$ cat src/rtl/cr_kme_pack_pkg.sv
// Shared definitions for the KME FIFO pack writer.
// Contents:
//   - entry layout constants (data field, word-count field, eop and sop bits)
//   - pack_state_e : pack buffer state (EMPTY / FILL / PEND)
//   - entry_t      : one 132-bit FIFO entry
package cr_kme_pack_pkg;

  localparam int ENTRY_W = 132;
  localparam int DATA_W  = 128;
  localparam int SOP_BIT = 131;
  localparam int EOP_BIT = 130;
  localparam int CNT_LSB = 128;
  localparam int CNT_W   = 2;

  typedef enum logic [1:0] {
    EMPTY = 2'd0,  // no words held
    FILL  = 2'd1,  // 1..3 words held
    PEND  = 2'd2   // complete entry registered, waiting for a FIFO slot
  } pack_state_e;

  typedef logic [ENTRY_W-1:0] entry_t;

endpackage

$ cat src/rtl/cr_kme_pack_flush_timer.sv
// Idle counter for a partially filled entry.
// Ports:
//   clk, rst : clock and synchronous active-high reset
//   active   : a partial entry is held (state FILL)
//   hit      : a word is accepted this cycle
//   expire   : this idle cycle is the FLUSH_TO-th one in a row; the partial
//              entry should be closed at the coming edge
// FLUSH_TO = 0 disables the timeout entirely.
module cr_kme_pack_flush_timer #(
  parameter int FLUSH_TO = 16
) (
  input  logic clk,
  input  logic rst,
  input  logic active,
  input  logic hit,
  output logic expire
);

  localparam int CW = (FLUSH_TO > 1) ? $clog2(FLUSH_TO) : 1;

  logic [CW-1:0] cnt;

  // cnt holds the number of idle cycles already seen, so the FLUSH_TO-th
  // idle cycle is the one that finds cnt at FLUSH_TO-1.
  assign expire = (FLUSH_TO != 0) && active && !hit && (cnt == CW'(FLUSH_TO - 1));

  always_ff @(posedge clk) begin
    if (rst || !active || hit || expire) begin
      cnt <= '0;
    end else begin
      cnt <= cnt + 1'b1;
    end
  end

endmodule

$ cat src/rtl/cr_kme_fifo_pack_writer.sv
// Producer side of the KME 132-bit stall-flow-controlled FIFO.
// Packs a framed 32-bit word stream into 4-word entries and writes them into
// the FIFO write port.
// Ports:
//   clk, rst       : clock and synchronous active-high reset
//   in_data/in_sop/in_eop/in_valid, in_ready : input word stream
//   fifo_in, fifo_in_valid : FIFO write data and write strobe
//   fifo_in_stall  : FIFO has no free slot
//   proto_err      : one-cycle pulse, the cycle after a badly framed word
//   entry_cnt      : entries written since reset (wraps)
// Handshake: a word transfers on a clk edge where in_valid & in_ready are
// both high; an entry is written on a clk edge where fifo_in_valid is high,
// and fifo_in_valid is never high while fifo_in_stall is high.
module cr_kme_fifo_pack_writer
  import cr_kme_pack_pkg::*;
#(
  parameter int IN_W     = 32,
  parameter int N_WORDS  = 4,
  parameter int FLUSH_TO = 16
) (
  input  logic              clk,
  input  logic              rst,
  input  logic [IN_W-1:0]   in_data,
  input  logic              in_sop,
  input  logic              in_eop,
  input  logic              in_valid,
  output logic              in_ready,
  output logic [ENTRY_W-1:0] fifo_in,
  output logic              fifo_in_valid,
  input  logic              fifo_in_stall,
  output logic              proto_err,
  output logic [15:0]       entry_cnt
);

  pack_state_e      state_q, state_d;
  logic [CNT_W-1:0] idx_q, idx_d, base_idx;
  entry_t           ent_q, ent_d;
  logic             in_frame_q, in_frame_d;
  logic             err_d;
  logic             accept, write, flush_expire;

  assign write         = (state_q == PEND) && !fifo_in_stall;
  assign fifo_in_valid = write;
  assign in_ready      = !rst && ((state_q != PEND) || !fifo_in_stall);
  assign accept        = in_valid && in_ready;
  // The pack register doubles as the write data, so it is stable in PEND.
  assign fifo_in       = ent_q;

  cr_kme_pack_flush_timer #(.FLUSH_TO(FLUSH_TO)) u_flush_timer (
    .clk    (clk),
    .rst    (rst),
    .active (state_q == FILL),
    .hit    (accept),
    .expire (flush_expire)
  );

  always_comb begin
    state_d    = state_q;
    idx_d      = idx_q;
    ent_d      = ent_q;
    in_frame_d = in_frame_q;
    err_d      = 1'b0;
    // A word accepted in PEND rides along with the write, so it opens a new
    // entry exactly like a word arriving in EMPTY.
    base_idx   = (state_q == FILL) ? idx_q : '0;
    if (accept) begin
      if (base_idx == '0) begin
        ent_d          = '0;
        ent_d[SOP_BIT] = in_sop;
      end
      ent_d[int'(base_idx)*IN_W +: IN_W] = in_data;
      // sop inside an entry, or a frame opening without sop.
      err_d      = (state_q == FILL) ? in_sop : (!in_frame_q && !in_sop);
      in_frame_d = !in_eop;
      if (in_eop || base_idx == CNT_W'(N_WORDS - 1)) begin
        state_d                  = PEND;
        idx_d                    = '0;
        ent_d[EOP_BIT]           = in_eop;
        ent_d[CNT_LSB +: CNT_W]  = base_idx;
      end else begin
        state_d = FILL;
        idx_d   = base_idx + 1'b1;
      end
    end else if (flush_expire) begin
      // Frame stays open; its next word starts a fresh entry with sop=0.
      state_d                 = PEND;
      idx_d                   = '0;
      ent_d[EOP_BIT]          = 1'b0;
      ent_d[CNT_LSB +: CNT_W] = idx_q - 1'b1;
    end else if (write) begin
      state_d = EMPTY;
    end
  end

  always_ff @(posedge clk) begin
    if (rst) begin
      state_q    <= EMPTY;
      idx_q      <= '0;
      ent_q      <= '0;
      in_frame_q <= 1'b0;
      proto_err  <= 1'b0;
      entry_cnt  <= '0;
    end else begin
      state_q    <= state_d;
      idx_q      <= idx_d;
      ent_q      <= ent_d;
      in_frame_q <= in_frame_d;
      proto_err  <= err_d;
      entry_cnt  <= entry_cnt + 16'(write);
    end
  end

endmodule

$ cat config.mk
export PLATFORM = sky130hd
export DESIGN_NAME = cr_kme_fifo_pack_writer
export DESIGN_NICKNAME = d
export VERILOG_FILES = /design/src/rtl/cr_kme_pack_pkg.sv /design/src/rtl/cr_kme_pack_flush_timer.sv /design/src/rtl/cr_kme_fifo_pack_writer.sv
export SDC_FILE = /design/constraint.sdc
export NUM_CORES = 1
export LEC_CHECK = 0
export ABC_AREA = 1
export BUFFER_PORTS_ARGS = -buffer_cell sky130_fd_sc_hd__buf_4
export CORE_MARGIN = 1
export CORE_UTILIZATION = 56
export DETAILED_ROUTE_END_ITERATION = 8
export GPL_TIMING_DRIVEN = 0
export PLACE_DENSITY = 0.85
export REMOVE_ABC_BUFFERS = 1
export SLEW_MARGIN = 15
export SYNTH_ARGS = -nofsm -noshare
export SYNTH_HDL_FRONTEND = slang
export SYNTH_HIERARCHICAL = 1
export SYNTH_SLANG_ARGS = --single-unit
export TNS_END_PERCENT = 30
$ cat constraint.sdc
create_clock -name clk -period 5.8 [get_ports clk]
set_clock_uncertainty 0.05 [all_clocks]
set_input_delay 1.74 -clock clk [delete_from_list [all_inputs] [get_ports clk]]
set_output_delay 1.74 -clock clk [all_outputs]
set_load 0.05 [all_outputs]
==> flow_summary.toml <==
[power_and_ir_drop]
p_leak_nw = 3.650
ir_drop_mv = 0.2514
power_per_cell_area_nw_per_um2 = 306.1

[floorplanning]
die_area_um2 = 12210
row_count = 39
ios = 189
core_um2 = 11470
die_x_um = 110.5
dieHeight_um = 110.5
initial_utilization_pct = 57.49

[critical_path]
slowest_delay_ns = 0.82
worst_setup_path_start_kind = "input port"
critical_path_arrival_ns = 3.79
crit_path_max_fanout = 104
path_class = "in2out"
end_kind = "output port"
slowest_stage = "buf_4"
path_cells = "buf_4 > inv_2 > nand2_1 > inv_1 > buf_4"
path_common_cell = "buf_4"
cp_data_required_time_ns = 4.01

[synthesis]
syn_avg_cell_area_um2 = 7.569
synthArstFlopShare_pct = 0
yosysUniqueCellTypes = 27
yosysMostFrequentCell = "nand2_1"
syn_inst = 871
yosysSeqAreaShare_pct = 47.98
synth.top_cell.area_share_pct = 47.98
ys.flop_type = "dfxtp_1"
ys.warnings.count = 6
synth_common_cells = "nand2_1 (178), dfxtp_1 (158), a21oi_1 (138)"
synth_edf_count = 0
synthesis.area_um2 = 6593
synth_area_leaders = "dfxtp_1 (48%), a21oi_1 (10%), nand2_1 (10%)"
synth_top_area_cell = "dfxtp_1"
synth-seq-cells = 158

[global_routing]
grt_pass1_vias = 5967
grt_pass1_wl_um = 30000
antenna_found_initial = 0
gr-usage-all-layers_pct = 30.60
gr-total-overflow = 0
grt_max_degree = 105

[place]
placedCellCount = 1147
io_buffers = 188
gp_congestion = 0.8251
dpl.hpwl_um = 11600

[clocking]
cts_root_buffer = "clkbuf_16"
clkTransAtPathRegs_ns = 0.06
postCtsSetupRepairBufs = 0
numCtsBuffers = 17
worstSkewPairLatency_ns = 0.42
cts_sinks = 158
ctsResizeCount = 0
cts_tree = "yes"
clockBufferDepth = 2
cts-hold-fix-buffers = 0
htreeDepth = 4

[timing]
tightest_slew_ns = 1.181
period_share_pct = 96.25
hold_viol = 0
drv_slew = 0
timing.fmax_mhz = 179.1
finalWorstPathRequiredPeriod_ns = 5.582
slew_headroom_pct = 21.27
setup_viol = 0
rsz0062_at_grt = "no"

[final_layout]
n_fill_cell = 872
fin_util_pct = 74.75
antenna_cells = 0
syn2layout_area_growth_pct = 30.02
layout-drive-gt1-share_pct = 24.13
nets = 1069
final-seq-area_um2 = 3163
multi_input_area_um2 = 2872
layout.cells.non_filler = 1179

[detailed_routing]
wirelength_um = 18900
drt-initial-drc-count = 530
vias = 6599
drt_first_pass_iters = 5
via_per_inst = 5.597
wl_per_cell_um = 16.03
drtAntennaViolNets = 0
drc = 0

[worst_hold_path]
hp-class = "reg2reg"

[flow_run]
maxCapViolations = 0

[outcome]
status = "completed"
## flip-flops by register name, summed over array words and instances (netlist names)
register           flops
fifo_in              132
entry_cnt             16
u_flush_timer/cnt      4
idx_q                  2
state_q                2
in_frame_q             1
proto_err              1
## worst max-delay path, delay by kind of cell
family                 cells  cell delay, ns
AND/OR/NAND/NOR            1            0.21
buffers and inverters      4            1.73
## stage by stage
stage / setup WS, ns / power [mW] / hold slack (ns) / cell area, um^2 / setup TNS, ns
detailed placement: 0.2604 / 1.491 / 0.4034 / 7968 / 0
global route: 0.03911 / 2.694 / 0.4280 / 8572 / 0
finish: 0.2175 / 2.624 / 0.4112 / 8572 / 0
floorplan: 1.089 / 1.362 / 0.3802 / 6290 / 0
global placement: -0.4062 / 1.483 / 0.3989 / 7880 / -9.955
CTS: 0.2558 / 2.621 / 0.4120 / 8572 / 0
## cell type report
cell class	instances	share of cell area, %
clock buffer	26	5.824
inverter	72	3.182
multi-input combinational	583	33.50
timing repair buffer	191	17.28
clock inverter	6	1.226
sequential	158	36.90
tap	143	2.087
## layout by cell type, fill, tap and decap left out
cell type    n
dfxtp_1    158
clkinv_2     3
nor2_8       1
a211oi_1     4
clkbuf_1     5
nand3b_4     1
inv_2        8
nand3b_1     2
nor2_1      74
nand2_2      3
ha_1         8
nand2_1    178
nor2_2       3
bufinv_16    3
nor3_1      12
clkinv_1     2
buf_4      188
o21ai_0     51
buf_8        1
clkbuf_8     4
nand4_1     42
nor2_4       7
nand3_1     49
nand3_2      3
buf_16       2
inv_4        1
a211oi_2     5
xor2_1       2
a21oi_1    138
inv_1       61
clkbuf_16   17
## final timing paths
path | from | to | depth (start not counted) | slack, ns
setup / recovery | rst | in_ready | 5 | 0.22
hold / removal | fifo_in[94] | fifo_in[94] | 2 | 0.41
setup reg to reg | state_q[1] | fifo_in[83] | 10 | 1.18
hold reg to reg | fifo_in[94] | fifo_in[94] | 2 | 0.41
## routing by layer
layer / up-vias / global-route usage (%) / share of wire [%]
met5: - / 0 / 0
met4: 0 / 12.62 / 2.6
met2: 301 / 50.48 / 48
met1: 3064 / 37.61 / 41
li1: 3193 / - / -
met3: 41 / 8.397 / 8.4
## logic make-up after synthesis
kind of cell | share of synthesized area (%)
flops | 47.98
xor+xnor | 0.2658
buf+inv | 8.730
compound gates | 15.75
simple gates | 25.75
fa+ha+maj | 1.518
## report_power, final
group | switching [mW] | internal [mW] | total [mW]
logic | 0.239 | 0.0938 | 0.332
registers | 0.0185 | 1.12 | 1.14
clock network | 0.431 | 0.721 | 1.15
total | 0.689 | 1.94 | 2.62
No activity file was read; power rests on OpenSTA's default activity.
